`config.mk`:
```
export PLATFORM = sky130hd
export DESIGN_NAME = iter_mult_gen_flat
export DESIGN_NICKNAME = d
export VERILOG_FILES = /design/src/rtl/iter_mult_gen_pkg.sv /design/src/rtl/iter_mult_gen_if.sv /design/src/rtl/iter_mult_gen_pp.sv /design/src/rtl/iter_mult_gen.sv /design/src/flat_wrapper.sv
export SDC_FILE = /design/constraint.sdc
export NUM_CORES = 1
export LEC_CHECK = 0
export ABC_CLOCK_PERIOD_IN_PS = 14200
export BUFFER_PORTS_ARGS = -buffer_cell sky130_fd_sc_hd__buf_2
export CAP_MARGIN = 20
export CORE_MARGIN = 2
export CORE_UTILIZATION = 28
export CTS_CLUSTER_SIZE = 14
export DETAILED_ROUTE_END_ITERATION = 16
export REMOVE_ABC_BUFFERS = 1
export SLEW_MARGIN = 40
export SYNTH_ARGS = -nofsm -noshare
export SYNTH_HDL_FRONTEND = slang
export SYNTH_SLANG_ARGS = --single-unit
```
`constraint.sdc`:
```
create_clock -name clk -period 14.2 [get_ports clk]
set_input_delay 0.71 -clock clk [delete_from_list [all_inputs] [get_ports clk]]
set_output_delay 0.71 -clock clk [all_outputs]
set_load 0.01 [all_outputs]
```
`src/rtl/iter_mult_gen_pkg.sv`:
```
// Shared types for the iterative multiplier: FSM state encoding and operand mode codes.
package iter_mult_pkg;
    typedef enum logic [1:0] {
        IDLE = 2'd0,
        OP   = 2'd1,
        SIGN = 2'd2,
        END  = 2'd3
    } state_t;

    localparam logic [1:0] MODE_UU = 2'b00;
    localparam logic [1:0] MODE_SS = 2'b01;
    localparam logic [1:0] MODE_SU = 2'b10;
endpackage

```
`src/rtl/iter_mult_gen_if.sv`:
```
// Request/response bundle between the pipeline and the iterative multiplier.
interface iter_mult_gen_if #(parameter int WIDTH = 32);
    logic                 in_valid;
    logic [1:0]           mode;
    logic [WIDTH-1:0]     mplier;
    logic [WIDTH-1:0]     mcand;
    logic [2*WIDTH-1:0]   product;
    logic                 out_valid;
    logic                 stall;

    modport master (output in_valid, mode, mplier, mcand,
                    input  product, out_valid, stall);
    modport slave  (input  in_valid, mode, mplier, mcand,
                    output product, out_valid, stall);
endinterface

```
`src/rtl/iter_mult_gen_pp.sv`:
```
// STEP-bit by WIDTH-bit unsigned partial product, full width so nothing is truncated.
module iter_mult_pp #(
    parameter int WIDTH = 32,
    parameter int STEP  = 1
) (
    input  logic [STEP-1:0]       bits,
    input  logic [WIDTH-1:0]      mcand,
    output logic [WIDTH+STEP-1:0] pp
);
    assign pp = (WIDTH+STEP)'(bits) * (WIDTH+STEP)'(mcand);
endmodule

```
`src/rtl/iter_mult_gen.sv`:
```
// Iterative shift-add multiplier: magnitudes in, STEP multiplier bits per cycle,
// early exit once the remaining multiplier is zero, sign fixed up in one final cycle.
module iter_mult_gen
    import iter_mult_pkg::*;
#(
    parameter int WIDTH = 32,
    parameter int STEP  = 1
) (
    input  logic          clk,
    input  logic          rst_n,
    iter_mult_gen_if.slave bus
);
    localparam int CYCLES = WIDTH / STEP;
    localparam int CNT_W  = (CYCLES > 1) ? $clog2(CYCLES) : 1;

    generate
        if (!(WIDTH == 8 || WIDTH == 16 || WIDTH == 32 || WIDTH == 64) ||
            !(STEP == 1 || STEP == 2 || STEP == 4) || (WIDTH % STEP) != 0) begin : g_bad_param
            $error("iter_mult_gen: illegal WIDTH/STEP combination");
        end
    endgenerate

    state_t               state;
    logic [WIDTH-1:0]     mp_mag, mc_mag;
    logic                 neg;
    logic [2*WIDTH-1:0]   acc;
    logic [CNT_W-1:0]     cnt;
    logic [2*WIDTH-1:0]   product_q;
    logic                 out_valid_q;

    logic                 mp_s, mc_s;
    logic [WIDTH-1:0]     mp_in, mc_in, mp_next;
    logic [WIDTH+STEP-1:0] pp;
    logic [2*WIDTH-1:0]   pp_sh;
    logic                 last;

    // Two's-complement negate yields 2^(WIDTH-1) for the most-negative value, which is the correct magnitude.
    always_comb begin
        mc_s  = (bus.mode == MODE_SS || bus.mode == MODE_SU) && bus.mcand[WIDTH-1];
        mp_s  = (bus.mode == MODE_SS) && bus.mplier[WIDTH-1];
        mp_in = mp_s ? (~bus.mplier + WIDTH'(1)) : bus.mplier;
        mc_in = mc_s ? (~bus.mcand  + WIDTH'(1)) : bus.mcand;
    end

    iter_mult_pp #(.WIDTH(WIDTH), .STEP(STEP)) u_pp (
        .bits  (mp_mag[STEP-1:0]),
        .mcand (mc_mag),
        .pp    (pp)
    );

    assign pp_sh   = (2*WIDTH)'(pp) << (int'(cnt) * STEP);
    assign mp_next = mp_mag >> STEP;
    assign last    = (mp_next == '0) || (cnt == CNT_W'(CYCLES - 1));

    assign bus.stall     = rst_n && ((state == IDLE && bus.in_valid) || state == OP || state == SIGN);
    assign bus.product   = product_q;
    assign bus.out_valid = out_valid_q;

    always_ff @(posedge clk or negedge rst_n) begin
        if (!rst_n) begin
            state       <= IDLE;
            mp_mag      <= '0;
            mc_mag      <= '0;
            neg         <= 1'b0;
            acc         <= '0;
            cnt         <= '0;
            product_q   <= '0;
            out_valid_q <= 1'b0;
        end else begin
            out_valid_q <= 1'b0;
            case (state)
                IDLE: if (bus.in_valid) begin
                    mp_mag <= mp_in;
                    mc_mag <= mc_in;
                    neg    <= mp_s ^ mc_s;
                    acc    <= '0;
                    cnt    <= '0;
                    state  <= OP;
                end
                OP: begin
                    acc    <= acc + pp_sh;
                    mp_mag <= mp_next;
                    cnt    <= cnt + 1'b1;
                    if (last) state <= SIGN;
                end
                SIGN: begin
                    product_q   <= neg ? (~acc + (2*WIDTH)'(1)) : acc;
                    out_valid_q <= 1'b1;
                    state       <= END;
                end
                END:     state <= IDLE;
                default: state <= IDLE;
            endcase
        end
    end
endmodule

```
`src/flat_wrapper.sv`:
```
// flat-port wrapper written by rule: the top's interface ports become plain ports
module iter_mult_gen_flat import iter_mult_pkg::*;
#(
    parameter int WIDTH = 32,
    parameter int STEP  = 1
)
  (clk, rst_n, bus_in_valid, bus_mode, bus_mplier, bus_mcand, bus_product, bus_out_valid, bus_stall);
  iter_mult_gen_if #(.WIDTH(WIDTH)) bus_i ();
  input  logic clk;
  input  logic rst_n;
  input wire logic [$bits(bus_i.in_valid)-1:0] bus_in_valid;
  input wire logic [$bits(bus_i.mode)-1:0] bus_mode;
  input wire logic [$bits(bus_i.mplier)-1:0] bus_mplier;
  input wire logic [$bits(bus_i.mcand)-1:0] bus_mcand;
  output wire logic [$bits(bus_i.product)-1:0] bus_product;
  output wire logic [$bits(bus_i.out_valid)-1:0] bus_out_valid;
  output wire logic [$bits(bus_i.stall)-1:0] bus_stall;
  assign bus_i.in_valid = bus_in_valid;
  assign bus_i.mode = bus_mode;
  assign bus_i.mplier = bus_mplier;
  assign bus_i.mcand = bus_mcand;
  assign bus_product = bus_i.product;
  assign bus_out_valid = bus_i.out_valid;
  assign bus_stall = bus_i.stall;
  iter_mult_gen #(.WIDTH(WIDTH), .STEP(STEP)) u_core (.clk(clk), .rst_n(rst_n), .bus(bus_i));
endmodule
```
==> results.py, run 1 <==
metrics = {
    "yosys": {
        "yosysMostFrequentCell": "nand2_1",
        "ys_dominant_reg_cell": "dfrtp_1",
        "ys_seq_area_share_pct": 31.5,
        "synthSimpleGateAreaFrac_pct": 19.9,
        "synthMuxAreaShare_pct": 5.16,
        "ys.warnings.count": 0,
        "synth_area_leaders": "dfrtp_1 (32%), a21oi_1 (7.3%), o21ai_0 (7.3%)",
        "synth.largest_area_cell": "dfrtp_1",
        "syn_inst": 2045,
        "synth_top_family_by_area": "compound AO/OA/AOI/OAI gates",
        "yosys-top-cells-count": "nand2_1 (277), a21oi_1 (231), o21ai_0 (231)",
        "synth_area_per_cell_um2": 7.80,
        "synth.cell_area_um2": 15900,
        "synth_top_area_share_pct": 31.5,
        "synth_xor_area_share_pct": 9.45,
        "synth-adder-area-share_pct": 6.40,
        "synth_cell_types": 66,
        "synth-compound-area-share_pct": 23.7,
        "synth-seq-cells": 201,
        "synth_edf_count": 0,
        "synthArstFlopShare_pct": 100,
    },
    "critical_path": {
        "cp.arrival_ns": 5.87,
        "worstSetupPathType": "register to register",
        "path_cells": "mux2_2 > nor2_1 > a211oi_1 > o21ai_0 > nor2_1 > a31oi_1 > nor2_1 > ha_1 > and3_1 > o211ai_1 > o31ai_1 > a311o_1 > a21oi_1 > o311ai_0 > nor4b_1 > o21ai_0 > nor3b_1",
        "endpoint": "u_core.acc[63]",
        "worst-r2r-cell-count": 17,
        "regToRegEndpoint": "u_core.acc[63]",
        "cp_max_fo": 44,
        "required_ns": 14.62,
        "worst_setup_path_start_kind": "register",
        "end_kind": "register",
        "crit_start": "u_core.cnt[0]",
        "reg2reg_from": "u_core.cnt[0]",
        "critPathMaxStageDelay_ns": 0.79,
        "slowest_stage": "dfrtp_4",
        "crit_top_cell": "nor2_1",
        "r2r_setup_slack_ns": 8.76,
    },
    "detailed_routing": {
        "drt_iter0_drc": 1093,
        "wl_per_cell_um": 17.2,
        "first_pass_iters": 5,
        "wirelength_um": 49300,
        "num_vias": 14941,
        "viasPerCell": 5.21,
        "drc": 0,
        "ant_nets": 0,
    },
    "placement": {
        "port_buffers": 134,
        "dp_hpwl_um": 37700,
        "finalWeightedCongestion": 0.917,
        "dp_slack_ns": 8.81,
        "dp_cells": 2824,
        "dpl_cell_area_um2": 17300,
    },
    "floorplan": {
        "rows": 87,
        "initial_core_util_pct": 28.3,
        "die_area_um2": 58900,
        "chipHeight_um": 243,
        "dieWidth_um": 243,
        "io_pins": 135,
        "core_region_area_um2": 56400,
    },
    "global_routing": {
        "grt_max_degree": 81,
        "grt_pass1_vias": 14314,
        "grt_util_all_layers_pct": 16.3,
        "grt_remaining_overflow": 0,
        "grt_pass1_wl_um": 79300,
        "grt_antenna_before_repair": 0,
    },
    "clock_tree": {
        "htree_levels": 1,
        "clock_latency_ns": 0.57,
        "path_clk_slew_ns": 0.06,
        "numCtsBuffers": 25,
        "cts_hold_buf": 0,
        "clock_path_buffers": 3,
        "cts_sinks": 201,
        "cts_resized": 0,
        "postCtsSetupBuffers": 0,
        "root_buffer": "clkbuf_16",
        "cts_tree": "built",
    },
    "sta": {
        "setup_ws_ns": 8.76,
        "min_period_over_period_pct": 38.3,
        "final-max-slew-violation-count": 0,
        "rsz0062_at_grt": "no",
        "setup_violations": 0,
        "skew_ns": 0.0242,
        "finalCriticalPeriod_ns": 5.44,
        "max_freq_mhz": 184,
        "setup-tns-final_ns": 0,
        "tightest_slew_ns": 0.805,
        "max-slew-margin-rel_pct": 46.3,
        "finalHoldViolCount": 0,
    },
    "final_layout": {
        "drive_gt1_share_pct": 11.2,
        "fin_area_um2": 18200,
        "stdcell_count": 2870,
        "final_net_count": 2245,
        "synthToLayoutAreaGrowth_pct": 14.2,
        "diodes": 0,
    },
    "power": {
        "leakagePower_nw": 7.68,
        "cellPowerDensity_nw_per_um2": 198,
        "peakVddDrop_mv": 0.120,
    },
    "outcome": {
        "status": "finished clean",
    },
    "job": {
        "maxCapViolCount": 0,
    },
    "hold_path": {
        "holdCritPathClass": "primary input to async pin",
    },
}
## registers in the layout, summed over array words and instances, names as in the netlist
register and flops:
u_core.acc 64, u_core.bus.out_valid 1, u_core.bus.product 64, u_core.cnt 5, u_core.mc_mag 32, u_core.mp_mag 32
u_core.neg 1, u_core.state 2
## how the worst min path moves through the flow
stage	endpoint	cells after the start	slack [ns]	start
3_5_place_dp	u_core.neg	2	0.49	u_core.neg
5_1_grt	u_core.acc[36]	1	0.12	rst_n
4_1_cts	u_core.acc[36]	1	0.11	rst_n
2_1_floorplan	u_core.acc[0]	0	0.41	rst_n
3_3_place_gp	u_core.mp_mag[7]	2	0.49	u_core.mp_mag[7]
6_report	u_core.acc[35]	1	0.10	rst_n
## metal layers
metal / vias to the layer above / share of wire [%] / track usage (%)
met5: - / 0 / 0
met4: 0 / 2.0 / 4.15
met3: 70 / 4.5 / 1.65
met2: 387 / 45 / 26.3
met1: 7078 / 48 / 23.4
li1: 7406 / - / -
## cells by family after synthesis
group                      after synthesis
DFF                                    201
muxes                                   74
adders and majority gates               81
AOI/OAI and AO/OA                      654
xor gates and xnor gates               172
buffers and inverters                  163
and+or+nand+nor                        700
## through the flow
stage	util, %	power (mW)	hold slack (ns)
after CTS	32.3	3.65	0.105
after detailed placement	30.6	2.89	0.489
final	32.3	3.60	0.104
after global placement	30.6	2.86	0.488
after floorplan	-	2.26	0.414
after global routing	32.3	3.92	0.122
## cell usage in the layout (no fill, tap or decap), types with 15 or more instances in the layout
master,count
nand4_1,30
nor2b_1,16
o21bai_1,16
a31oi_1,24
a21oi_1,231
nor4_1,21
buf_2,133
clkbuf_16,25
nand2b_1,18
o21ai_0,231
nor3_1,22
or3_1,15
mux2i_1,53
xor2_1,101
ha_1,78
a21o_1,26
mux2_2,16
nand3_1,28
dfrtp_1,199
nor2_1,209
inv_1,37
nand2_1,276
o31ai_1,28
xnor2_1,71
o22ai_1,18
## cell type report
cell class / count / area (um^2)
multi-input combinational: 1681 / 10300
tap: 756 / 946
inverter: 38 / 143
clock buffer: 32 / 712
timing repair buffer: 148 / 788
clock inverter: 14 / 241
sequential: 201 / 5030
fill: 6132 / 38200
## report_power, final
group	internal (mW)	switching, mW
Combinational	0.673	1.18
Clock	0.464	0.271
Sequential	0.805	0.212
Total	1.94	1.66
## critical path, delay by kind of cell (launching register included)
kind | cells | cell delay [ns]
DFF | 1 | 0.79
muxes | 1 | 0.41
adders and majority gates | 1 | 0.46
AOI/OAI and AO/OA | 9 | 2.58
and+or+nand+nor | 6 | 1.05
(Power assumes the default switching activity.)
==> run 2: changes to the inputs <==
Settings changed: ABC_CLOCK_PERIOD_IN_PS 14200 to 4700.
Clock period 14.2 ns to 4.7 ns, I/O delays scaled along.
==> run 2 against run 1 <==
Setup slack got worse by 8.5 ns. Flip-flop and latch count unchanged. Worst hold slack got worse by 0.097 ns. Routed wire length increased by 3.2%. Sequential share of layout area decreased by 1.4 points. Via count increased by 2.1%. Final cell count increased by 4.2%. Sequential power increased to 3.0 times the previous value. Die area unchanged. Design area increased by 5.5%. Utilization increased by 1.8 points. Non-clock buffer count increased by 125. Highest routed layer unchanged.
==> results.py, run 2 (synthesis gave the netlist of run 1 again) <==
metrics = {
    "critical_path": {
        "worstSetupPathType": "register to register",
        "required_ns": 5.12,
        "cp.arrival_ns": 4.91,
        "end_kind": "register",
        "worst_setup_path_start_kind": "register",
        "cp_max_fo": 7,
    },
    "final_layout": {
        "layout_common_cells": "nand2_1 (276), a21oi_1 (225), o21ai_0 (211)",
        "mostFrequentLayoutCell": "nand2_1",
        "synthToLayoutAreaGrowth_pct": 20.5,
        "diodes": 0,
        "stdcell_count": 2990,
        "final_net_count": 2369,
        "drive_gt1_share_pct": 16.9,
        "fin_area_um2": 19200,
    },
    "clock_tree": {
        "cts_tree": "built",
        "cts_sinks": 201,
        "clock_path_buffers": 3,
        "htree_levels": 1,
        "numCtsBuffers": 24,
        "clock_latency_ns": 0.55,
        "path_clk_slew_ns": 0.06,
        "root_buffer": "clkbuf_16",
    },
    "placement": {
        "dp_slack_ns": -0.181,
        "dp_hpwl_um": 39600,
        "dpl_cell_area_um2": 18200,
        "port_buffers": 134,
        "finalWeightedCongestion": 0.929,
        "dp_cells": 2937,
    },
    "outcome": {
        "status": "finished clean",
    },
    "global_routing": {
        "grt_antenna_before_repair": 0,
        "grt_pass1_vias": 14791,
        "grt_remaining_overflow": 0,
        "grt_max_degree": 105,
        "grt_util_all_layers_pct": 16.8,
        "grt_pass1_wl_um": 81200,
    },
    "floorplan": {
        "die_area_um2": 58900,
        "initial_core_util_pct": 28.3,
        "dieWidth_um": 243,
        "core_region_area_um2": 56400,
        "rows": 87,
        "io_pins": 135,
        "chipHeight_um": 243,
    },
    "sta": {
        "max-slew-margin-rel_pct": 46.7,
        "holdWs_ns": 0.00708,
        "rsz0062_at_grt": "yes",
        "finalCriticalPeriod_ns": 4.49,
        "tightest_slew_ns": 0.800,
        "max_freq_mhz": 223,
        "setup_ws_ns": 0.212,
        "skew_ns": 0.0142,
        "min_period_over_period_pct": 95.5,
        "setup_violations": 0,
        "finalHoldViolCount": 0,
        "final-max-slew-violation-count": 0,
    },
    "detailed_routing": {
        "drt_iter0_drc": 959,
        "first_pass_iters": 5,
        "wl_per_cell_um": 17.0,
        "num_vias": 15250,
        "wirelength_um": 50900,
        "viasPerCell": 5.10,
        "drc": 0,
        "ant_nets": 0,
    },
    "power": {
        "leakagePower_nw": 8.24,
        "peakVddDrop_mv": 0.299,
        "cellPowerDensity_nw_per_um2": 589,
    },
    "job": {
        "maxCapViolCount": 0,
    },
    "hold_path": {
        "holdCritPathClass": "primary input to register",
    },
}
==> run 2: cell types whose count changed in the layout (fill, tap and decap cells not counted), sizes merged <==
cell / change
clkinv: -2
clkbuf: +4
buf: +118
bufinv: -5
clkinvlp: -1
dlygate4sd3: +6
==> run 2: path summary, 6_finish.rpt <==
| kind | startpoint | to | slack (ns) | cells past startpoint |
|---|---|---|---|---|
| worst max-delay path | u_core.cnt[0] | u_core.acc[47] | 0.21 | 19 |
| worst min-delay path | bus_mcand[31] | u_core.mc_mag[31] | 0.007 | 3 |
| worst max register to register | u_core.cnt[0] | u_core.acc[47] | 0.21 | 19 |
| worst min register to register | u_core.neg | u_core.neg | 0.49 | 2 |
| max in group asynchronous | rst_n | u_core.mp_mag[18] | 3.58 | 3 |
| min in group asynchronous | rst_n | u_core.mc_mag[26] | 0.23 | 2 |
==> run 2: timing repair <==
item,4_1_cts,5_1_grt
gates resized for setup,10,45
cloned,0,0
pin swaps,0,9
hold endpoints to repair,48,0
endpoints found under the setup margin,15,27
setup buffers,1,5
hold buffers,6,0
==> run 2: cell type report <==
type / count / area (um^2)
fill: 6067 / 37200
tap: 756 / 946
inverter: 38 / 143
timing repair buffer: 273 / 1820
sequential: 201 / 5030
clock inverter: 6 / 73.8
multi-input combinational: 1681 / 10500
clock buffer: 35 / 702
==> run 2: power by group <==
group / leakage (nW) / switching, mW / internal, mW
clock network: 0.382 / 0.773 / 1.09
logic: 5.34 / 3.81 / 2.61
registers: 2.52 / 0.595 / 2.43
total: 8.24 / 5.18 / 6.13
==> run 2: per-layer routing <==
metal  GRT usage [%]  up-vias  wire [um]
met4            4.44        0       1100
met1            23.6     7234      24900
met2            27.2      300      23000
met3            2.10       67       1920
li1                -     7649          -
met5               0        -          0
==> run 2: metrics by stage <==
step,power [mW],setup TNS (ns),util (%)
floorplan,6.83,-3.54,-
global placement,9.23,-1.24,32.2
detailed placement,9.34,-1.20,32.2
CTS,11.3,0,33.8
global route,12.3,-0.0818,34.1
finish,11.3,0,34.1
==> run 2: worst max-delay path: stages, from the launching register on <==
cell      delay [ns]
dfrtp_2         0.46
clkbuf_4        0.19
buf_4           0.16
or4b_2          0.67
nor2_1          0.12
a31oi_1         0.07
nor2_1          0.18
ha_1            0.32
a21oi_1         0.24
o21ai_0         0.18
a21oi_1         0.21
o31ai_2         0.11
a311o_1         0.37
buf_4           0.17
a21oi_2         0.19
o21ai_0         0.14
a21oi_1         0.22
buf_4           0.16
xnor2_1         0.11
o21ai_0         0.09
